## config.mk

```make
export PLATFORM = sky130hd
export DESIGN_NAME = toy_uart_rx
export DESIGN_NICKNAME = d
export VERILOG_FILES = /design/src/rtl/toy_uart_pkg.sv /design/src/rtl/toy_rx_fifo.sv /design/src/rtl/toy_uart_rx.sv
export SDC_FILE = /design/constraint.sdc
export NUM_CORES = 1
export LEC_CHECK = 0
export BUFFER_PORTS_ARGS = -buffer_cell sky130_fd_sc_hd__buf_2
export CAP_MARGIN = 10
export CORE_MARGIN = 2
export CORE_UTILIZATION = 60
export CTS_BUF_LIST = sky130_fd_sc_hd__clkbuf_8
export CTS_CLUSTER_DIAMETER = 200
export CTS_CLUSTER_SIZE = 8
export DETAILED_ROUTE_END_ITERATION = 10
export PLACE_DENSITY_LB_ADDON = 0.2
export SYNTH_ARGS = -nofsm -noshare
export SYNTH_HDL_FRONTEND = slang
export SYNTH_SLANG_ARGS = --single-unit
```

## constraint.sdc

```tcl
create_clock -name i_clk -period 2.6 [get_ports i_clk]
set_input_delay 0.39 -clock i_clk [delete_from_list [all_inputs] [get_ports i_clk]]
set_output_delay 0.39 -clock i_clk [all_outputs]
set_load 0.01 [all_outputs]
```

## src/rtl/toy_uart_pkg.sv

```systemverilog
// rtl/toy_uart_pkg.sv - shared constants and receiver state encoding for the toy UART.
package toy_uart_pkg;

  localparam int DATA_BITS        = 8;
  localparam int DEFAULT_BAUD_DIV = 2604;

  typedef enum logic [2:0] {
    ST_IDLE,
    ST_START,
    ST_DATA,
    ST_STOP,
    ST_WAIT_HIGH
  } rx_state_e;

endpackage

```

## src/rtl/toy_rx_fifo.sv

```systemverilog
// rtl/toy_rx_fifo.sv - show-ahead byte FIFO; a push while full is accepted only alongside a pop.
module toy_rx_fifo
  import toy_uart_pkg::*;
#(
  parameter int DEPTH = 4
) (
  input  logic                 i_clk,
  input  logic                 i_rst,
  input  logic                 i_push,
  input  logic [DATA_BITS-1:0] i_data,
  input  logic                 i_pop,
  output logic [DATA_BITS-1:0] o_data,
  output logic                 o_full,
  output logic                 o_empty
);

  localparam int AW = $clog2(DEPTH);

  logic [DATA_BITS-1:0] mem_q [DEPTH];
  logic [AW-1:0]        wr_q;
  logic [AW-1:0]        rd_q;
  logic [AW:0]          cnt_q;
  logic                 do_push;
  logic                 do_pop;

  assign o_empty = (cnt_q == '0);
  assign o_full  = (cnt_q == (AW+1)'(DEPTH));
  assign do_pop  = i_pop & ~o_empty;
  assign do_push = i_push & (~o_full | do_pop);
  assign o_data  = o_empty ? '0 : mem_q[rd_q];

  always_ff @(posedge i_clk) begin
    if (i_rst) begin
      wr_q  <= '0;
      rd_q  <= '0;
      cnt_q <= '0;
    end else begin
      if (do_push) wr_q <= wr_q + 1'b1;
      if (do_pop)  rd_q <= rd_q + 1'b1;
      cnt_q <= cnt_q + (AW+1)'(do_push) - (AW+1)'(do_pop);
    end
  end

  always_ff @(posedge i_clk) begin
    if (do_push) mem_q[wr_q] <= i_data;
  end

endmodule

```

## src/rtl/toy_uart_rx.sv

```systemverilog
// rtl/toy_uart_rx.sv - 8N1 UART receiver with valid/ready output buffer.
// TOY_UART_RX_FIFO_EN selects the FIFO_DEPTH FIFO; otherwise a single holding register.
module toy_uart_rx
  import toy_uart_pkg::*;
#(
  parameter int BAUD_DIV   = DEFAULT_BAUD_DIV,
  parameter int FIFO_DEPTH = 4
) (
  input  logic                 i_clk,
  input  logic                 i_rst,
  input  logic                 i_rx,
  output logic [DATA_BITS-1:0] o_data,
  output logic                 o_valid,
  input  logic                 i_ready,
  output logic                 o_frame_err,
  output logic                 o_overrun
);

  localparam int CW = $clog2(BAUD_DIV);
  localparam logic [CW-1:0] HALF_M1 = CW'(BAUD_DIV / 2 - 1);
  localparam logic [CW-1:0] FULL_M1 = CW'(BAUD_DIV - 1);

  if (BAUD_DIV < 4 || (BAUD_DIV % 2) != 0 || FIFO_DEPTH < 2 ||
      (FIFO_DEPTH & (FIFO_DEPTH - 1)) != 0) begin : g_param_check
    $error("toy_uart_rx: illegal BAUD_DIV or FIFO_DEPTH");
  end

  logic                 sync1_q;
  logic                 rxs_q;
  rx_state_e            state_q;
  logic [CW-1:0]        cnt_q;
  logic [2:0]           bit_q;
  logic [DATA_BITS-1:0] shift_q;
  logic                 frame_err_q;
  logic                 overrun_q;
  logic                 cnt_zero;
  logic                 push;
  logic                 pop;
  logic                 full;

  always_ff @(posedge i_clk) begin
    if (i_rst) begin
      sync1_q <= 1'b1;
      rxs_q   <= 1'b1;
    end else begin
      sync1_q <= i_rx;
      rxs_q   <= sync1_q;
    end
  end

  assign cnt_zero = (cnt_q == '0);
  assign push     = (state_q == ST_STOP) && cnt_zero && rxs_q;

  always_ff @(posedge i_clk) begin
    if (i_rst) begin
      state_q     <= ST_IDLE;
      cnt_q       <= '0;
      bit_q       <= '0;
      shift_q     <= '0;
      frame_err_q <= 1'b0;
    end else begin
      frame_err_q <= 1'b0;
      case (state_q)
        ST_IDLE: begin
          if (!rxs_q) begin
            state_q <= ST_START;
            cnt_q   <= HALF_M1;
          end
        end
        ST_START: begin
          if (!cnt_zero) begin
            cnt_q <= cnt_q - 1'b1;
          end else if (!rxs_q) begin
            state_q <= ST_DATA;
            cnt_q   <= FULL_M1;
            bit_q   <= '0;
          end else begin
            state_q <= ST_IDLE;
          end
        end
        ST_DATA: begin
          if (!cnt_zero) begin
            cnt_q <= cnt_q - 1'b1;
          end else begin
            shift_q <= {rxs_q, shift_q[DATA_BITS-1:1]};
            cnt_q   <= FULL_M1;
            bit_q   <= bit_q + 1'b1;
            if (bit_q == 3'(DATA_BITS - 1)) state_q <= ST_STOP;
          end
        end
        ST_STOP: begin
          if (!cnt_zero) begin
            cnt_q <= cnt_q - 1'b1;
          end else if (rxs_q) begin
            state_q <= ST_IDLE;
          end else begin
            frame_err_q <= 1'b1;
            state_q     <= ST_WAIT_HIGH;
          end
        end
        ST_WAIT_HIGH: begin
          // Hold off while the line stays low so a break yields a single error.
          if (rxs_q) state_q <= ST_IDLE;
        end
        default: state_q <= ST_IDLE;
      endcase
    end
  end

`ifdef TOY_UART_RX_FIFO_EN
  logic empty;

  toy_rx_fifo #(
    .DEPTH(FIFO_DEPTH)
  ) u_fifo (
    .i_clk  (i_clk),
    .i_rst  (i_rst),
    .i_push (push),
    .i_data (shift_q),
    .i_pop  (pop),
    .o_data (o_data),
    .o_full (full),
    .o_empty(empty)
  );

  assign o_valid = ~empty;
  assign pop     = ~empty & i_ready;
`else
  logic [DATA_BITS-1:0] hold_q;
  logic                 hold_v_q;

  assign full    = hold_v_q;
  assign pop     = hold_v_q & i_ready;
  assign o_valid = hold_v_q;
  assign o_data  = hold_v_q ? hold_q : '0;

  always_ff @(posedge i_clk) begin
    if (i_rst) begin
      hold_q   <= '0;
      hold_v_q <= 1'b0;
    end else if (push && (!hold_v_q || pop)) begin
      hold_q   <= shift_q;
      hold_v_q <= 1'b1;
    end else if (pop) begin
      hold_v_q <= 1'b0;
    end
  end
`endif

  always_ff @(posedge i_clk) begin
    if (i_rst) overrun_q <= 1'b0;
    else       overrun_q <= push & full & ~pop;
  end

  assign o_frame_err = frame_err_q;
  assign o_overrun   = overrun_q;

endmodule
```

# --- Word level (Yosys, flattened, before mapping) ---
# Index checks and enable logic that the tools add are counted.
word_totals:
  reg_bits: 39
  output_inout_bits: 11
  wordCells: 70
  inputBits: 4
op_classes:
  n_addsub: 2
  eq_ne: 14
  n_reduce_logical: 15
  bitwise_logic: 6
  muxes: 23
op_table:
  columns: ["cell", "n"]
  rows:
  - ["12-bit two-way mux", 5]
  - ["12-bit case mux with 4 select lines", 1]
  - ["3-bit two-way mux", 10]
  - ["2-bit inequality test (second input constant)", 8]
  - ["3-bit case mux with 5 select lines", 1]
  - ["12-bit zero test", 1]
  - ["12-bit by 1-bit subtractor with 12-bit output (second input constant)", 1]
  - ["8-bit two-way mux", 1]
  - ["4-bit AND reduction", 2]
  - ["3-bit by 2-bit == test with 1-bit output (second input constant)", 2]
  - ["3-bit == test (second input constant)", 2]
  - ["3-bit case mux with 2 select lines", 1]
  - ["6-bit AND reduction", 1]
  - ["2-bit nonzero test", 2]
  - ["4-bit nonzero test", 1]
  - ["3-bit by 1-bit adder with 3-bit output (second input constant)", 1]
  - ["1-bit AND", 3]
  - ["3-bit by 1-bit == test with 1-bit output (second input constant)", 1]
  - ["1-bit logical AND", 3]
  - ["3-bit zero test", 1]
  - ["1-bit two-way mux", 3]
  - ["3-bit inequality test (second input constant)", 1]
  - ["1-bit NOT", 3]
  - ["3-bit OR reduction", 1]
  - ["other kinds (4)", 4]

# --- Depth between registers and ports, before layout ---
depth:
  depth_word: 5
  mapped_depth: 8
  depth_no_buf: 7

# --- Worst setup path before layout ---
# Ideal clock, no wire load.
synth_timing:
  kind: "reg2reg"
  from: "register cnt_q[0]"
  to: "register bit_q[0]"
  period_less_slack_ns: 2.170
  required_time_ns: 2.472
  t_arrival_ns: 2.043
  path_buffers: 1
  setup_time_ns: 0.128
  setup_slack_ns: 0.430
  stages_incl_launch_ff: 9
  path_cell_list: "dfxtp_1 -> inv_1 -> ha_1 -> or4b_1 -> or3_1 -> buf_6 -> or3_4 -> mux2i_1 -> nor2_1"
synth_between:
  elab_chain_len: 3
  elab_cells_between_ends: 4
  cone_classes: "eq/ne: 2; reduce/logical: 2"
synth_lines:
  columns: ["element", "line_no", "rtl"]
  rows:
  - ["start: declaration", "toy_uart_rx.sv:31", "logic [CW-1:0] cnt_q;"]
  - ["start signal: assignment", "toy_uart_rx.sv:72", "cnt_q <= cnt_q - 1'b1;"]
  - ["start signal: assignment", "toy_uart_rx.sv:83", "cnt_q <= cnt_q - 1'b1;"]
  - ["start signal: assignment", "toy_uart_rx.sv:93", "cnt_q <= cnt_q - 1'b1;"]
  - ["12-bit zero test *", "toy_uart_rx.sv:51", "assign cnt_zero = (cnt_q == '0);"]
  - ["2-bit inequality test (no line)", null, null]
  - ["4-bit AND reduction (no line) *", null, null]
  - ["end signal: assignment", "toy_uart_rx.sv:87", "bit_q <= bit_q + 1'b1;"]
  - ["end: declaration", "toy_uart_rx.sv:32", "logic [2:0] bit_q;"]
# Every way passes the cells marked *; elsewhere a longest branch is shown, timed or not.
# A chain may end at the register's enable or synchronous reset.

# --- Worst setup path after layout ---
layout_timing:
  from: "register cnt_q[0]"
  to: "register cnt_q[6]"
layout_between:
  elab_chain_len: 3
  elab_cells_between_ends: 9
  cone_classes: "add/sub: 1; eq/ne: 2; mux: 4; reduce/logical: 2"
layout_lines:
  columns: ["element", "line_no", "rtl"]
  rows:
  - ["12-bit by 1-bit subtractor with 12-bit output or 12-bit zero test (tied branches)", null, null]
  - ["12-bit two-way mux (tied with other cells)", "toy_uart_rx.sv:92", "if (!cnt_zero) begin"]
  - ["12-bit case mux with 4 select lines or 4-bit AND reduction (tied branches)", null, null]
# Several ways; a longest one is shown, not always the timed one. The select of a mux whose other input is x is not followed.

==> metrics.yaml <==
status:
  outcome: "finished clean"
final_layout:
  num-nets-final: 231
  fillers: 243
  n_antenna_cell: 0
  final_common_cell: "dfxtp_1"
  syn2layout_area_growth_pct: 12.0
  drive_above_1_share_pct: 17.0
  post-route-util_pct: 69.8
  layout_common_cells: "dfxtp_1, nor2_1, nand2_1, mux2i_1, buf_2"
  fin_area_mm2: 0.00211
die:
  fp-row-count: 20
  die_w_um: 60.1
  die_h_um: 60.1
  start_util_pct: 62.4
  ioPinCount: 15
  design.die.area_mm2: 0.00361
  fp.coreArea_mm2: 0.00303
drt:
  wl_per_cell_um: 14.4
  wl_um: 3850
  route.vias.total: 1585
  ant_nets: 0
  detail_route.iter0.violations: 85
  dr.pass1.iters: 4
  via_per_inst: 5.91
  drc: 0
synthesis:
  synth_top_area_share_pct: 41.4
  yosysTopAreaCell: "dfxtp_1"
  synthTopCellsByArea: "dfxtp_1, mux2i_1, nor2_1, nand2_1, and2_1"
  ys.flop_type: "dfxtp_1"
  synth_seq_cells: 39
  synth_cell_types: 45
  syn_nets: 219
  ys.warnings.count: 0
  synth_edf_count: 0
  yosysSeqAreaShare_pct: 41.4
  synth_async_sr_flop_share_pct: 0
  syn_avg_cell_area_um2: 8.95
  syn_inst: 211
  syn-cell-area_mm2: 0.00189
place:
  post_dp_cell_area_mm2: 0.00198
  hpwl_um: 2730
  portBuffers: 14
  gp_congestion: 0.876
  post-place-ws_ps: 218
timing:
  worst_slew_pin_slew_ps: 728
  worst_slack_ps: 194
  rsz0062_at_grt: "no"
  slew_headroom_pct: 51.3
  setup_tns_ps: 0
  period_needed_ps: 2410
  timing.fmax_mhz: 416
  drv_slew: 0
  clock_skew_ps: 4.13
  finalCritPeriodShare_pct: 92.6
  hold_viol: 0
  hold_slack_ps: 290
  finalSetupViolCount: 0
global_routing:
  grt_start_max_net_pins: 38
  overflow: 0
  grtUsageTotal_pct: 24.0
  grt_pass1_wl_um: 6580
  antenna_found_initial: 0
  grt_pass1_vias: 1504
critical_path:
  start_kind: "register"
  crit_arrival_ps: 2550
  worst-endpoint-required_ps: 2740
  worst-setup-path-type: "reg -> reg"
  end_kind: "register"
  path_max_fanout: 7
power:
  power_leakage_nw: 0.794
  ir_worst_vdd_uv: 531
  p_per_area_mw_per_mm2: 686
clocking:
  cts_buffer_depth: 2
  cts.sink_count: 39
  cts_made_buffers: 5
  ctsHoldBuffers: 0
  clock_latency_ps: 290
  cts_setup_buffers: 0
  clk_pin_slew_worst_paths_ps: 70
  cts_resized: 0
  cts_tree: "done"
  cts_max_level: 2
  cts-root-buf: "clkbuf_8"
min_path:
  min_path_type: "in -> reg"
run:
  maxCapViolations: 0
==> flip-flops by register name, indices dropped and copies added (netlist names) <==
signal       cells
o_overrun        1
cnt_q           12
bit_q            3
o_frame_err      1
sync1_q          1
hold_q           8
rxs_q            1
o_valid          1
state_q          3
shift_q          8
==> synthesized netlist by cell type (3+ instances only) <==
master	instances
dfxtp_1	39
nor2_1	26
mux2i_1	18
nand2_1	18
a21oi_1	10
and2_1	10
clkbuf_1	9
nor3_1	9
nand3_1	6
ha_1	4
inv_1	4
o21ai_1	4
a31oi_1	3
a32o_1	3
nand2b_1	3
nor2b_1	3
or3_1	3
==> final cells by class <==
cell class	count	area [µm²]	share of cell area, %
multi-input cells	156	1040	49.1
flip-flops and latches	39	781	36.9
repair buffers	17	92.6	4.38
clock buffers	5	68.8	3.25
clock inverters	3	63.8	3.02
well taps	44	55.1	2.60
inverters	4	15.0	0.710
==> final timing paths <==
path,startpoint,endpoint,slack (ps),cells past startpoint
setup / recovery,cnt_q[0]$_SDFFE_PP0P_,cnt_q[6]$_SDFFE_PP0P_,190,7
hold / removal,i_rx,sync1_q$_SDFF_PP1_,290,2
setup reg to reg,cnt_q[0]$_SDFFE_PP0P_,cnt_q[6]$_SDFFE_PP0P_,190,7
hold reg to reg,sync1_q$_SDFF_PP1_,rxs_q$_SDFF_PP1_,410,1
==> worst max-delay path, cell delays in order (launching register included) <==
cell and delay (ps):
dfxtp_1 350, inv_1 100, ha_1 140, or4b_1 530, or3_1 490, o21ai_1 390
or4_1 180, a31oi_1 70
==> layer usage <==
layer  track usage, %  vias to the layer above  routed length, µm
met5                0                        -                  0
met4             8.89                        0                 34
met3             5.84                        6                157
met2             40.1                       44               1940
met1             29.9                      758               1720
li1                 -                      777                  -
==> cell families (layout without fill, tap and decap cells) <==
kind of cell	count (synthesis)	after routing	share of synthesized area (%)
XOR/XNOR	1	1	0.464
flip-flops	39	39	41.4
AND/OR/NAND/NOR	96	96	27.3
adder cells (fa/ha/maj)	4	4	2.65
AO/OA/AOI/OAI	37	37	14.7
multiplexers	18	18	9.54
buffers and inverters	16	29	3.98
==> through the flow <==
stage               std cells  total power [mW]
global route              268              1.51
floorplan                 211             0.825
CTS                       268              1.45
global placement          260             0.857
finish                    268              1.45
detailed placement        260             0.870
==> report_power, final <==
group          switching (mW)  leakage [nW]  total (mW)  internal [mW]
sequential             0.0248         0.316       0.639          0.614
clock                   0.206        0.0695       0.586          0.380
combinational           0.145         0.408       0.225         0.0799
total                   0.376         0.794        1.45           1.07
Note: power is estimated with default switching activity, not from simulation.
